$ cat config.mk
export PLATFORM = sky130hd
export DESIGN_NAME = seq_divider_flat
export DESIGN_NICKNAME = d
export VERILOG_FILES = /design/src/rtl/divider_pkg.sv /design/src/rtl/seq_divider_if.sv /design/src/rtl/div_step.sv /design/src/rtl/seq_divider.sv /design/src/flat_wrapper.sv
export SDC_FILE = /design/constraint.sdc
export NUM_CORES = 1
export LEC_CHECK = 0
export CORE_ASPECT_RATIO = 0.5
export CORE_MARGIN = 4
export CORE_UTILIZATION = 40
export DETAILED_ROUTE_END_ITERATION = 8
export MAX_ROUTING_LAYER = met4
export PLACE_DENSITY_LB_ADDON = 0.25
export SYNTH_ARGS = -nofsm -noshare
export SYNTH_HDL_FRONTEND = slang
export SYNTH_HIERARCHICAL = 1
export SYNTH_SLANG_ARGS = --single-unit
$ cat constraint.sdc
create_clock -name clk -period 3.6 [get_ports clk]
set_clock_uncertainty 0.05 [all_clocks]
set_input_delay 1.08 -clock clk [delete_from_list [all_inputs] [get_ports clk]]
set_output_delay 1.08 -clock clk [all_outputs]
set_load 0.05 [all_outputs]
$ cat src/rtl/divider_pkg.sv
// Shared types and defaults for the sequential divider.
package divider_pkg;

  localparam int DefaultWidth = 16;

  typedef enum logic [1:0] {
    IDLE = 2'd0,
    CALC = 2'd1,
    DONE = 2'd2
  } state_e;

endpackage

$ cat src/rtl/seq_divider_if.sv
// Request/result bundle between a divider client and seq_divider.
interface seq_divider_if #(
  parameter int Width = divider_pkg::DefaultWidth
) ();

  logic               start;
  logic [2*Width-1:0] data_a;
  logic [Width-1:0]   data_b;
  logic               busy;
  logic               done;
  logic [Width-1:0]   quotient;
  logic [Width-1:0]   remainder;
  logic               div_zero;
  logic               overflow;

  modport master (
    output start, data_a, data_b,
    input  busy, done, quotient, remainder, div_zero, overflow
  );

  modport slave (
    input  start, data_a, data_b,
    output busy, done, quotient, remainder, div_zero, overflow
  );

endinterface

$ cat src/rtl/div_step.sv
// One restoring division step: shift in the next dividend bit, subtract when it fits.
module div_step #(
  parameter int Width = 16
) (
  input  logic [Width:0]   rem_in,
  input  logic             bit_in,
  input  logic [Width-1:0] divisor,
  output logic [Width:0]   rem_out,
  output logic             q_bit
);

  logic [Width+1:0] shifted;

  assign shifted = {rem_in, bit_in};
  assign q_bit   = (shifted >= {2'b00, divisor});
  assign rem_out = (Width+1)'(q_bit ? (shifted - {2'b00, divisor}) : shifted);

endmodule

$ cat src/rtl/seq_divider.sv
// Sequential restoring divider, 2*Width / Width, one quotient bit per cycle.
// Define DIVIDER_SIGNED_EN for two's-complement operands (sign fix-up in DONE).
module seq_divider
  import divider_pkg::*;
#(
  parameter int Width = DefaultWidth
) (
  input  logic         clk,
  input  logic         rst_n,
  seq_divider_if.slave bus
);

  // state | meaning
  // IDLE  | waiting for start, results held
  // CALC  | one shift-subtract step per cycle, Width cycles
  // DONE  | results and flags registered, done pulses next cycle

  localparam int CntW = $clog2(Width);

  state_e             state_q, state_d;
  logic [Width:0]     rem_q, rem_nxt;
  logic [Width-1:0]   low_q, div_q;
  logic [CntW-1:0]    cnt_q;
  logic               zero_q, ovf_q, done_q, step_bit;
  logic [Width-1:0]   quo_q, rmd_q;
  logic               dz_q, ov_q;
  logic [2*Width-1:0] a_mag;
  logic [Width-1:0]   b_mag;
  logic               zero_c, ovf_c, accept;
  logic [Width-1:0]   res_quo, res_rem;
  logic               res_ov;

`ifdef DIVIDER_SIGNED_EN
  localparam logic [Width-1:0] Half = {1'b1, {(Width-1){1'b0}}};
  logic a_neg, b_neg, neg_quo_q, neg_rem_q;

  assign a_neg = bus.data_a[2*Width-1];
  assign b_neg = bus.data_b[Width-1];
  assign a_mag = a_neg ? -bus.data_a : bus.data_a;
  assign b_mag = b_neg ? -bus.data_b : bus.data_b;
`else
  assign a_mag = bus.data_a;
  assign b_mag = bus.data_b;
`endif

  // Quotient fits only if the upper dividend half is below the divisor.
  assign zero_c = (bus.data_b == '0);
  assign ovf_c  = !zero_c && (a_mag[2*Width-1:Width] >= b_mag);
  assign accept = (state_q == IDLE) && bus.start && !done_q;

  always_ff @(posedge clk or negedge rst_n) begin
    if (!rst_n) state_q <= IDLE;
    else        state_q <= state_d;
  end

  always_comb begin
    state_d = state_q;
    case (state_q)
      IDLE:    if (accept) state_d = (zero_c || ovf_c) ? DONE : CALC;
      CALC:    if (cnt_q == '0) state_d = DONE;
      DONE:    state_d = IDLE;
      default: state_d = IDLE;
    endcase
  end

  div_step #(.Width(Width)) u_step (
    .rem_in  (rem_q),
    .bit_in  (low_q[Width-1]),
    .divisor (div_q),
    .rem_out (rem_nxt),
    .q_bit   (step_bit)
  );

  always_comb begin
    res_quo = '1;
    res_rem = '0;
    res_ov  = 1'b0;
    if (zero_q) begin
      res_rem = low_q;
    end else if (ovf_q) begin
      res_ov = 1'b1;
    end else begin
`ifdef DIVIDER_SIGNED_EN
      if (neg_quo_q ? (low_q > Half) : (low_q >= Half)) begin
        res_ov = 1'b1;
      end else begin
        res_quo = neg_quo_q ? -low_q : low_q;
        res_rem = neg_rem_q ? -rem_q[Width-1:0] : rem_q[Width-1:0];
      end
`else
      res_quo = low_q;
      res_rem = rem_q[Width-1:0];
`endif
    end
  end

  // low_q shifts dividend bits out and quotient bits in; on a zero divisor it keeps the raw low half.
  always_ff @(posedge clk or negedge rst_n) begin
    if (!rst_n) begin
      rem_q  <= '0;
      low_q  <= '0;
      div_q  <= '0;
      cnt_q  <= '0;
      zero_q <= 1'b0;
      ovf_q  <= 1'b0;
      done_q <= 1'b0;
      quo_q  <= '0;
      rmd_q  <= '0;
      dz_q   <= 1'b0;
      ov_q   <= 1'b0;
`ifdef DIVIDER_SIGNED_EN
      neg_quo_q <= 1'b0;
      neg_rem_q <= 1'b0;
`endif
    end else begin
      done_q <= (state_q == DONE);
      if (accept) begin
        rem_q  <= {1'b0, a_mag[2*Width-1:Width]};
        low_q  <= zero_c ? bus.data_a[Width-1:0] : a_mag[Width-1:0];
        div_q  <= b_mag;
        cnt_q  <= CntW'(Width - 1);
        zero_q <= zero_c;
        ovf_q  <= ovf_c;
        dz_q   <= 1'b0;
        ov_q   <= 1'b0;
`ifdef DIVIDER_SIGNED_EN
        neg_quo_q <= a_neg ^ b_neg;
        neg_rem_q <= a_neg;
`endif
      end else if (state_q == CALC) begin
        rem_q <= rem_nxt;
        low_q <= {low_q[Width-2:0], step_bit};
        cnt_q <= cnt_q - 1'b1;
      end else if (state_q == DONE) begin
        quo_q <= res_quo;
        rmd_q <= res_rem;
        dz_q  <= zero_q;
        ov_q  <= res_ov;
      end
    end
  end

  assign bus.busy      = (state_q != IDLE);
  assign bus.done      = done_q;
  assign bus.quotient  = quo_q;
  assign bus.remainder = rmd_q;
  assign bus.div_zero  = dz_q;
  assign bus.overflow  = ov_q;

endmodule

$ cat src/flat_wrapper.sv
// flat-port wrapper written by rule: the top's interface ports become plain ports
module seq_divider_flat import divider_pkg::*;
#(
  parameter int Width = DefaultWidth
)
  (clk, rst_n, bus_start, bus_data_a, bus_data_b, bus_busy, bus_done, bus_quotient, bus_remainder, bus_div_zero, bus_overflow);
  seq_divider_if #(.Width(Width)) bus_i ();
  input  logic clk;
  input  logic rst_n;
  input wire logic [$bits(bus_i.start)-1:0] bus_start;
  input wire logic [$bits(bus_i.data_a)-1:0] bus_data_a;
  input wire logic [$bits(bus_i.data_b)-1:0] bus_data_b;
  output wire logic [$bits(bus_i.busy)-1:0] bus_busy;
  output wire logic [$bits(bus_i.done)-1:0] bus_done;
  output wire logic [$bits(bus_i.quotient)-1:0] bus_quotient;
  output wire logic [$bits(bus_i.remainder)-1:0] bus_remainder;
  output wire logic [$bits(bus_i.div_zero)-1:0] bus_div_zero;
  output wire logic [$bits(bus_i.overflow)-1:0] bus_overflow;
  assign bus_i.start = bus_start;
  assign bus_i.data_a = bus_data_a;
  assign bus_i.data_b = bus_data_b;
  assign bus_busy = bus_i.busy;
  assign bus_done = bus_i.done;
  assign bus_quotient = bus_i.quotient;
  assign bus_remainder = bus_i.remainder;
  assign bus_div_zero = bus_i.div_zero;
  assign bus_overflow = bus_i.overflow;
  seq_divider #(.Width(Width)) u_core (.clk(clk), .rst_n(rst_n), .bus(bus_i));
endmodule
==> reports/metrics.cfg <==
[timing]
period_share_pct=84.78
slew_viol_final=0
hold_viol_final=0
fin_setup_tns_ns=0
relSlewSlack_pct=48.26
final.min_clock_period_ns=3.052
rsz0062_at_grt=no
max_freq_ghz=0.3277
setup_viol=0
tightest_slew_ns=0.7753

[placement]
dpl_cell_area_um2=6282
hpwl_um=10880
portBuffers=86
gp_congestion=0.9182

[setup_path]
path_max_fanout=18
crit_required_ns=3.77
start_kind=register
cp_data_arrival_time_ns=3.23
end_kind=register
crit_type=reg -> reg

[status]
status=finished, final reports clean

[clocking]
h-tree-depth=3
cts_tree=yes
cts_setup_buffers=0
cts.path.max_buffers=2
cts_made_buffers=9
cts.reportedPaths.clkPinSlew_ns=0.07
ctsResizeCount=0
postCtsHoldBufs=0
cts_sinks=92
root_buffer=clkbuf_16
worstSkewPairLatency_ns=0.34

[cells_and_area]
stdcell_area_um2=6605
area_growth_pct=24.42
drive_gt1_share_pct=6.535
nNetsFinal=738
diodes=0

[die]
core_area_um2=12810
start_util_pct=41.45
core.rowCount=29
io_pins=87
dieHeight_um=89.46
die_w_um=170.9
die_area_um2=15290

[worst_hold_path]
min_path_type=reg -> reg

[synthesis]
seq_area_frac_synth_pct=43.37
synth_top_family_by_area=compound AO/OA/AOI/OAI gates
synth.area.mux_share_pct=2.545
synth-xor-area-share_pct=2.145
synthAdderAreaFrac_pct=8.155
synth_compound_area_share_pct=20.34
ys.flop_type=dfrtp_1
synth-simple-area-share_pct=16.73
ys_types=61
syn_area_per_cell_um2=9.249
synth_area_um2=5309
synth_cells=574
synth-edff-count=0
synth.net_count=659
yosys_warnings=6
ys_async_sr_fraction_pct=100.0
ys_ff_latch=92

[route]
drcViolationCount=0
routed_wl_um=14470
drt_iter0_markers=311
viasPerCell=5.478
drtAntennaViolNets=0
drtPass1Iterations=5
avgRoutedWirePerCell_um=17.48
vias=4536

[pwr]
ir_worst_vdd_uv=435.0
p_leak_nw=3.004
total_power_mw=7.824
powerDensity_nw_per_um2=1185

[grt]
grt_usage_pct=19.97
antenna_found_initial=0
overflow=0
grt_max_degree=49
grt_pass1_wl_um=22890
grt_pass1_vias=4211

[run]
cap_violations=0

[cell usage after synthesis (2+ instances only)]
library cell	count	share of area (%)
nor3_1	5	0.47
nor2_1	56	4.0
xnor2_1	10	1.6
and3_1	3	0.35
a21oi_1	26	2.5
nor4_1	5	0.59
a21o_1	7	0.99
nand4_1	5	0.59
mux2_4	7	2.0
or3_1	3	0.35
mux2i_1	3	0.57
a211oi_1	3	0.42
or2b_1	2	0.28
ha_1	33	7.8
nand2_1	103	7.3
o21ai_0	21	2.0
o21ai_1	9	0.85
o211ai_1	3	0.42
buf_4	3	0.42
clkbuf_1	6	0.42
nand2b_1	6	0.71
o22a_1	16	2.6
o21a_1	2	0.28
inv_1	40	2.8
a221oi_1	16	2.6
nand3_1	2	0.19
nor2b_1	2	0.24
a2111oi_0	2	0.33
xor2_1	3	0.50
a22oi_1	32	4.5
dfrtp_1	92	43
buf_6	7	1.5
buf_2	12	1.1
o211a_1	2	0.38
[placed cells by master (no fill, tap or decap), drive strengths merged, types with 3 or more instances in the layout]
cell           count
o21ai             30
buf               13
a21oi             26
mux2i              3
a21o               7
mux2               7
o211ai             3
nand4              5
ha                33
o22a              16
nand2            103
nor4               5
a211oi             3
or3                3
nor3               5
inv               44
and3               3
dfrtp             92
a22oi             32
nor2              56
clkbuf            10
clkdlybuf4s50     85
nand2b             6
xnor2             10
a221oi            17
xor2               3
[sequential cells by signal, indices dropped and copies added (netlist names)]
register              count
u_core/rem_q             17
u_core/bus.quotient      16
u_core/zero_q             1
u_core/cnt_q              4
u_core/bus.remainder     16
u_core/div_q             16
u_core/bus.overflow       1
u_core/low_q             16
u_core/ovf_q              1
u_core/bus.done           1
u_core/state_q            2
u_core/bus.div_zero       1
[path summary, 6_finish.rpt]
kind	from	to	slack, ns	cells after the start
max	u_core/low_q[15]	u_core/rem_q[1]	0.55	12
min	u_core/div_q[14]	u_core/div_q[14]	0.43	2
max reg2reg	u_core/low_q[15]	u_core/rem_q[1]	0.55	12
min reg2reg	u_core/div_q[14]	u_core/div_q[14]	0.43	2
max in group asynchronous	rst_n	u_core/cnt_q[3]	2.14	2
min in group asynchronous	rst_n	u_core/rem_q[12]	0.69	1
[worst max-delay path: stages, from the launching register on]
cell and delay (ns):
dfrtp_1 0.45, inv_1 0.09, ha_1 0.17, inv_1 0.06, fa_1 0.39, a21o_1 0.22
a221oi_2 0.27, a211oi_1 0.11, or3_1 0.33, buf_4 0.22, mux2_4 0.31, a22oi_1 0.18
nand2_1 0.07
[through the flow]
step,utilization [%],setup slack (ns),hold slack [ns],cells
floorplan,-,0.7156,0.3979,574
global placement,49.05,0.4099,0.4169,812
detailed placement,49.05,0.3567,0.4228,812
CTS,51.57,0.5596,0.4385,828
global route,51.57,0.3723,0.4656,828
finish,51.57,0.5480,0.4335,828
[cells by family (layout without fill, tap and decap cells)]
kind of cell,Yosys count,after routing
buffers and inverters,71,155
AO/OA/AOI/OAI,152,152
flip-flops,92,92
adder cells (fa/ha/maj),34,34
XOR/XNOR,13,13
AND/OR/NAND/NOR,202,202
multiplexers,10,10
[layer usage]
| metal | vias to the layer above | wire length [um] | global-route usage [%] |
|---|---|---|---|
| met5 | - | 0 | - |
| met4 | 0 | 71 | 3.163 |
| met3 | 6 | 1098 | 4.240 |
| met2 | 149 | 5894 | 27.54 |
| met1 | 2197 | 7407 | 30.39 |
| li1 | 2184 | - | - |
[where the power goes]
| group | internal, mW | switching [mW] |
|---|---|---|
| logic | 2.01 | 2.74 |
| clock network | 0.618 | 0.419 |
| registers | 1.56 | 0.473 |
[cell type report]
class                      instances  area [um2]
multi-input combinational        411        2653
timing repair buffer              98       960.9
tap                              170       212.7
clock inverter                     6       93.84
fill                            1238        6203
sequential                        92        2302
clock buffer                      10       229.0
inverter                          41       153.9
Note: power is estimated with default switching activity, not from simulation.
